<file path="config.mk">
export PLATFORM = sky130hd
export DESIGN_NAME = cla_addsub_pipe
export DESIGN_NICKNAME = d
export VERILOG_FILES = /design/src/rtl/cla_addsub_pipe.sv
export SDC_FILE = /design/constraint.sdc
export NUM_CORES = 1
export LEC_CHECK = 0
export ABC_AREA = 1
export BUFFER_PORTS_ARGS = -buffer_cell sky130_fd_sc_hd__buf_2
export CORE_ASPECT_RATIO = 0.5
export CORE_MARGIN = 2
export CORE_UTILIZATION = 55
export CTS_BUF_LIST = sky130_fd_sc_hd__clkbuf_4 sky130_fd_sc_hd__clkbuf_8 sky130_fd_sc_hd__clkbuf_16
export DETAILED_ROUTE_END_ITERATION = 12
export MAX_ROUTING_LAYER = met4
export PLACE_DENSITY_LB_ADDON = 0.15
export RECOVER_POWER = 50
export SLEW_MARGIN = 25
export SYNTH_ARGS = -nofsm -noshare
export SYNTH_HDL_FRONTEND = slang
export SYNTH_SLANG_ARGS = --single-unit
</file>
<file path="constraint.sdc">
create_clock -name clk -period 3.62 [get_ports clk]
set_input_delay 0.181 -clock clk [delete_from_list [all_inputs] [get_ports clk]]
set_output_delay 0.181 -clock clk [all_outputs]
set_load 0.05 [all_outputs]
</file>
<file path="src/rtl/cla_addsub_pipe.sv">
// Pipelined two's-complement adder/subtractor: one GROUP_W-bit carry-lookahead
// slice per stage, inter-group carry registered, global-advance handshake.
module cla_addsub_pipe #(
   parameter int WIDTH   = 16,
   parameter int GROUP_W = 4
) (
   input  logic             clk,
   input  logic             rst_n,
   input  logic             in_valid,
   output logic             in_ready,
   input  logic             in_sub,
   input  logic [WIDTH-1:0] in_a,
   input  logic [WIDTH-1:0] in_b,
   output logic             out_valid,
   input  logic             out_ready,
   output logic [WIDTH-1:0] out_sum,
   output logic             out_cout,
   output logic             out_borrow,
   output logic             out_ovf,
   output logic             out_zero
);

   localparam int NSTG = WIDTH / GROUP_W;

   // Carry k is a two-level sum of products over p/g and cin, not a ripple chain.
   function automatic logic [GROUP_W:0] lookahead(input logic [GROUP_W-1:0] p,
                                                  input logic [GROUP_W-1:0] g,
                                                  input logic cin);
      logic [GROUP_W:0] c;
      logic             term;
      c    = '0;
      c[0] = cin;
      for (int k = 1; k <= GROUP_W; k++) begin
         term = cin;
         for (int j = 0; j < k; j++) term = term & p[j];
         c[k] = term;
         for (int j = 0; j < k; j++) begin
            term = g[j];
            for (int m = j + 1; m < k; m++) term = term & p[m];
            c[k] = c[k] | term;
         end
      end
      return c;
   endfunction

   logic [WIDTH-1:0] sum_p [NSTG];
   logic [WIDTH-1:0] a_p   [NSTG];
   logic [WIDTH-1:0] bx_p  [NSTG];
   logic [NSTG-1:0]  carry_p;
   logic [NSTG-1:0]  sub_p;
   logic [NSTG-1:0]  vld_p;
   logic             ovf_p;
   logic             zero_p;

   logic [WIDTH-1:0] src_sum [NSTG];
   logic [WIDTH-1:0] src_a   [NSTG];
   logic [WIDTH-1:0] src_bx  [NSTG];
   logic [WIDTH-1:0] nxt_sum [NSTG];
   logic [NSTG-1:0]  src_c;
   logic [NSTG-1:0]  src_sub;
   logic [NSTG-1:0]  src_vld;
   logic [NSTG-1:0]  nxt_c;
   logic [GROUP_W-1:0] grp_p;
   logic [GROUP_W-1:0] grp_g;
   logic [GROUP_W:0]   grp_c;
   logic             msb_cin;
   logic             adv;

   assign adv      = ~out_valid | out_ready;
   assign in_ready = adv;

   always_comb begin
      src_a[0]   = in_a;
      src_bx[0]  = in_b ^ {WIDTH{in_sub}};
      src_sum[0] = '0;
      src_c[0]   = in_sub;
      src_sub[0] = in_sub;
      src_vld[0] = in_valid & adv;
      for (int s = 1; s < NSTG; s++) begin
         src_a[s]   = a_p[s-1];
         src_bx[s]  = bx_p[s-1];
         src_sum[s] = sum_p[s-1];
         src_c[s]   = carry_p[s-1];
         src_sub[s] = sub_p[s-1];
         src_vld[s] = vld_p[s-1];
      end
      grp_p   = '0;
      grp_g   = '0;
      grp_c   = '0;
      msb_cin = 1'b0;
      for (int s = 0; s < NSTG; s++) begin
         grp_p      = src_a[s][s*GROUP_W +: GROUP_W] ^ src_bx[s][s*GROUP_W +: GROUP_W];
         grp_g      = src_a[s][s*GROUP_W +: GROUP_W] & src_bx[s][s*GROUP_W +: GROUP_W];
         grp_c      = lookahead(grp_p, grp_g, src_c[s]);
         nxt_sum[s] = src_sum[s];
         nxt_sum[s][s*GROUP_W +: GROUP_W] = grp_p ^ grp_c[GROUP_W-1:0];
         nxt_c[s]   = grp_c[GROUP_W];
         if (s == NSTG - 1) msb_cin = grp_c[GROUP_W-1];
      end
   end

   // ---- stage registers: control (valid) ----
   always_ff @(posedge clk or negedge rst_n) begin
      if (!rst_n)   vld_p <= '0;
      else if (adv) vld_p <= src_vld;
   end

   // ---- stage registers: datapath, last stage also holds the flags ----
   always_ff @(posedge clk) begin
      if (adv) begin
         for (int s = 0; s < NSTG; s++) begin
            sum_p[s]   <= nxt_sum[s];
            a_p[s]     <= src_a[s];
            bx_p[s]    <= src_bx[s];
            carry_p[s] <= nxt_c[s];
            sub_p[s]   <= src_sub[s];
         end
         ovf_p  <= msb_cin ^ nxt_c[NSTG-1];
         zero_p <= ~|nxt_sum[NSTG-1];
      end
   end

   // Outputs read zero whenever no result is presented (including under reset).
   assign out_valid  = vld_p[NSTG-1];
   assign out_sum    = out_valid ? sum_p[NSTG-1] : '0;
   assign out_cout   = out_valid & carry_p[NSTG-1];
   assign out_borrow = out_valid & sub_p[NSTG-1] & ~carry_p[NSTG-1];
   assign out_ovf    = out_valid & ovf_p;
   assign out_zero   = out_valid & zero_p;

endmodule

</file>
; Word level (Yosys, flattened, before mapping)
; Memory sizes are Yosys's and may differ from the RTL's.
; Cells that the tools add are included.
[op_classes]
n_bitwise = 103
n_mux = 3
reduce_logical = 2
[ops]
columns = op, count
row1 = $and 1x1->1, 46
row2 = $or 1x1->1, 41
row3 = $xor 4x4->4, 8
row4 = $and 4x4->4, 4
row5 = $mux 16, 1
row6 = $reduce_or 16->1, 1
row7 = $xor 16x16->16, 1
row8 = $mux 1, 2
row9 = $not 1->1, 2
row10 = $logic_not 1->1, 1
row11 = $xor 1x1->1, 1
[word_totals]
ff_bits = 14
output_inout_bits = 22
ramBits = 192
n_memories = 3
in_bits = 37
[memory_table]
columns = memory, depth, word_bits, rd, rd_ports_with_merged_regs, write_ports, line
row1 = a_p, 4, 16, 3, 0, 4, 47  ; logic [WIDTH-1:0] a_p [NSTG];
row2 = bx_p, 4, 16, 3, 0, 4, 48  ; logic [WIDTH-1:0] bx_p [NSTG];
row3 = sum_p, 4, 16, 4, 0, 4, 46  ; logic [WIDTH-1:0] sum_p [NSTG];

; Longest topological paths before layout
; An unclocked memory read counts as a cell.
[logic_depth]
word_depth = 11
ltp_mapped = 9
depth_no_buf = 8

; Worst setup path after synthesis
; No wires, ideal clock.
[synth_path]
path_type = register to register
start = register vld_p[3]
end = memory a_p[0][10] (enable)
period_less_slack_ns = 3.740
required_ns = 2.578
setup_time_ns = 1.042
slack_ns = -0.120
arrival_ns = 2.699
stages_incl_launch_ff = 2
path_cell_list = dfrtp_1 > nand2_1
[synth_rtl]
columns = item, line
row1 = from (decl), 51  ; logic [NSTG-1:0] vld_p;
row2 = from (signal assigned), 105  ; else if (adv) vld_p <= src_vld;
row3 = to (decl), 47

; Worst setup path after layout
[layout_path]
start = register vld_p[3]
end = output in_ready
[layout_between]
elab_chain_len = 2
[layout_lines]
columns = item, line
row1 = $not 1->1, 69  ; assign adv = ~out_valid | out_ready;
row2 = $or 1x1->1, 69
row3 = to (decl), 10  ; output logic in_ready,
; No other way between the ends.

==> summary.md <==
| Metric | Value |
|---|---|
| Total net switching power | `0.00154 W` |
| Count of antenna diodes in the layout | `0` |
| Setup WS pre-CTS | `1.46 ns` |
| Hold path depth | `1` |
| Power per unit of standard cell area | `914 nW/µm²` |
| Synthesis-to-layout area growth | `18.0%` |
| Count of mapped cells out of synthesis | `273` |
| Cell Rows | `22` |
| Power share of the clock group | `0.241` |
| Layout cell share with drive strength beyond 1 | `0.202` |
| Internal power | `0.00291 W` |
| Kind of critical path | `flip-flop to output port` |
| Most area-consuming cells after synthesis | `edfxtp_1 (71%), ha_1 (6.1%), xor2_1 (4.9%), nand2_1 (3.9%), inv_1 (3.6%)` |
| Register clock-pin slew on the reported worst setup and hold paths | `0.07 ns` |
| Number of global-route vias before repair | `1935` |
| Synthesis-stage register bit count | `102` |
| Vias | `2076` |
| Combinational share of power | `0.294` |
| Sequential power share | `0.465` |
| Placer Congestion | `0.741` |
| Largest net degree at the start of global routing | `60` |
| Data required, critical path | `3.44 ns` |
| Starting density of the core | `0.565` |
| Clk_lat worst skew | `0.33 ns` |
| Buffer type at the clock tree root | `clkbuf_16` |
| CTS sink cnt | `102` |
| DR iter-0 viols | `134` |
| Number of vias per cell after detailed routing | `4.70` |
| First-pass GRT wire length | `8940 µm` |
| Die outline height | `65.2 µm` |
| First-pass iteration count of the detailed router | `5` |
| Yosys Warn Count | `0` |
| Width of the die | `126 µm` |
| Post-DRT Antenna Nets | `0` |
| Buffers from clock root to sink, at most | `2` |
| Area of the core | `7290 µm²` |
| Routed len/inst | `12.6 µm` |
| Top-Level Pins | `59` |
| Initial antenna violation count | `0` |
| Netlist Area Pre-Place | `4120 µm²` |
| Cell type contributing the most total cell area after synthesis | `edfxtp_1` |
| Worst setup skew after layout | `0.00612 ns` |
| Proportion of netlist area held by the largest area contributor | `0.714` |
| Post-Synthesis Mean Instance Area | `15.1 µm²` |
| Maximum Capacitance Violations | `0` |
| Worst Path Arrival | `2.13 ns` |
| Most common cell after layout, fill and taps aside | `edfxtp_1` |
| Worst reg-to-reg setup slack | `1.51 ns` |
| Accumulated negative setup slack | `0 ns` |
| Share of the yosys chip area belonging to registers | `0.738` |
| Min-Delay Path Class | `input port to flip-flop` |
| Depth of the CTS H-tree | `3` |
| Final setup violation count | `0` |
| Fin. max-slew vios | `0` |
| Outcome | `finished, final reports clean` |
| Min setup slack post-route | `1.31 ns` |
| Sort of element at the end of the critical path | `output port` |
| Port-buffer cells | `58` |
| Startpoint class of the critical path | `flip-flop` |
| Post-route DRC | `0` |
| Global-route usage over all layers | `0.151` |
| Timing-limited maximum frequency | `433 MHz` |
| Post-CTS Repair Setup Buffers | `0` |
| Syn_nets | `333` |
| HPWL after DPL | `3830 µm` |
| Commonest cells after routing, fill and taps aside | `edfxtp_1 (98), buf_2 (46), nand2_1 (44), inv_1 (40), xor2_1 (23)` |
| Crit Path Max Fanout | `59` |
| Worst IR Drop VDD | `0.369 mV` |
| Final global-route overflow total | `0` |
| Relative max-transition margin | `0.126` |
| Clock tree from TritonCTS | `built` |
| Tightest Pin Transition | `1.31 ns` |
| Leakage power summed over all cells | `2.14 nW` |
| Count of cell types in the netlist | `22` |
| Total routed wirelength | `5580 µm` |
| TritonCTS Buffers | `9` |
| Total die area | `8250 µm²` |
| Post-cts hold buffer count | `1` |
| Count of final hold-check violations | `0` |
| Post-CTS resize count | `0` |
| Unrepaired setup endpoints after global routing | `false` |
| Final clock period utilization by the worst path | `0.637` |
| Post-layout net count | `401` |
| Reg2Reg Depth | `2` |
| Switching power as a share of total power | `0.346` |
| Post-route minimum period | `2.31 ns` |
-- power by group through the flow --
| stage | Clock (W) | Sequential (W) | Combinational [W] |
|---|---|---|---|
| after floorplan | 0 | 0.00205 | 0.00105 |
| after global placement | 0 | 0.00207 | 0.00131 |
| after detailed placement | 0 | 0.00210 | 0.00134 |
| after CTS | 0.00110 | 0.00207 | 0.00135 |
| after global routing | 0.00114 | 0.00212 | 0.00144 |
| final | 0.00107 | 0.00207 | 0.00131 |
-- stage by stage --
stage	hold slack, ns	utilization	total power, W	instance area, µm²	std cells
after floorplan	-0.115	-	0.00310	4130	273
after global placement	-0.0139	0.621	0.00338	4530	425
after detailed placement	-0.00861	0.621	0.00344	4530	425
after CTS	0.00285	0.670	0.00452	4880	442
after global routing	0.000130	0.667	0.00470	4860	442
final	0.0191	0.667	0.00444	4860	442
-- Yosys cell counts --
library cell	n
mux2i_1	1
nand2_1	43
edfxtp_1	98
fa_1	3
a21oi_1	1
buf_2	2
buf_6	1
nor2_1	10
xnor2_1	3
inv_1	40
xor2_1	23
nand2_2	4
buf_4	1
nand3_1	5
a21o_1	3
nor2_2	1
o21ai_0	3
ha_1	20
nand3_2	2
nand4_1	2
nand3b_1	3
dfrtp_1	4
-- cell families (layout without fill, tap and decap cells) --
kind of cell / count (synthesis) / after routing / share of synthesized area
and+or+nand+nor: 70 / 70 / 0.0753
adders and majority gates: 23 / 23 / 0.0753
buffers and inverters: 44 / 117 / 0.0434
xor gates and xnor gates: 26 / 26 / 0.0552
AOI/OAI and AO/OA: 7 / 7 / 0.0103
DFF: 102 / 102 / 0.738
muxes: 1 / 1 / 0.00243
-- final timing paths --
| path | start | to |
|---|---|---|
| max | vld_p[3] | in_ready |
| max in group asynchronous | rst_n | vld_p[3] |
| min | in_a[10] | a_p[0][10] |
| min in group asynchronous | rst_n | vld_p[2] |
| min reg2reg | bx_p[0][13] | bx_p[1][13] |
| max reg2reg | vld_p[3] | a_p[1][14] |
-- worst max-delay path, cell delays in order, from the launching register on --
cell and delay, ns:
dfrtp_1 0.80, nand2_4 0.55, buf_2 0.40
-- flip-flops by register name (all words and copies together) (netlist names) --
name and flops:
sum_p 40, a_p 24, sub_p 4, vld_p 4, carry_p 4, bx_p 24
ovf_p 1, zero_p 1
-- metal layers --
metal / vias to the layer above / global-route usage / share of wire / wire length [µm]
li1: 1058 / - / - / -
met2: 52 / 0.236 / 0.49 / 2760
met5: - / - / 0 / 0
met4: 0 / 0.0495 / 0.0041 / 23
met1: 964 / 0.184 / 0.45 / 2530
met3: 2 / 0.0594 / 0.048 / 267
-- area by class of cell --
class                      instances  area, µm²
fill                             529       2430
inverter                          40        150
clock inverter                     7        123
sequential                       102       3040
multi-input combinational        127        903
clock buffer                       9        225
timing repair buffer              61        300
tap                               96        120
(Power assumes the default switching activity.)
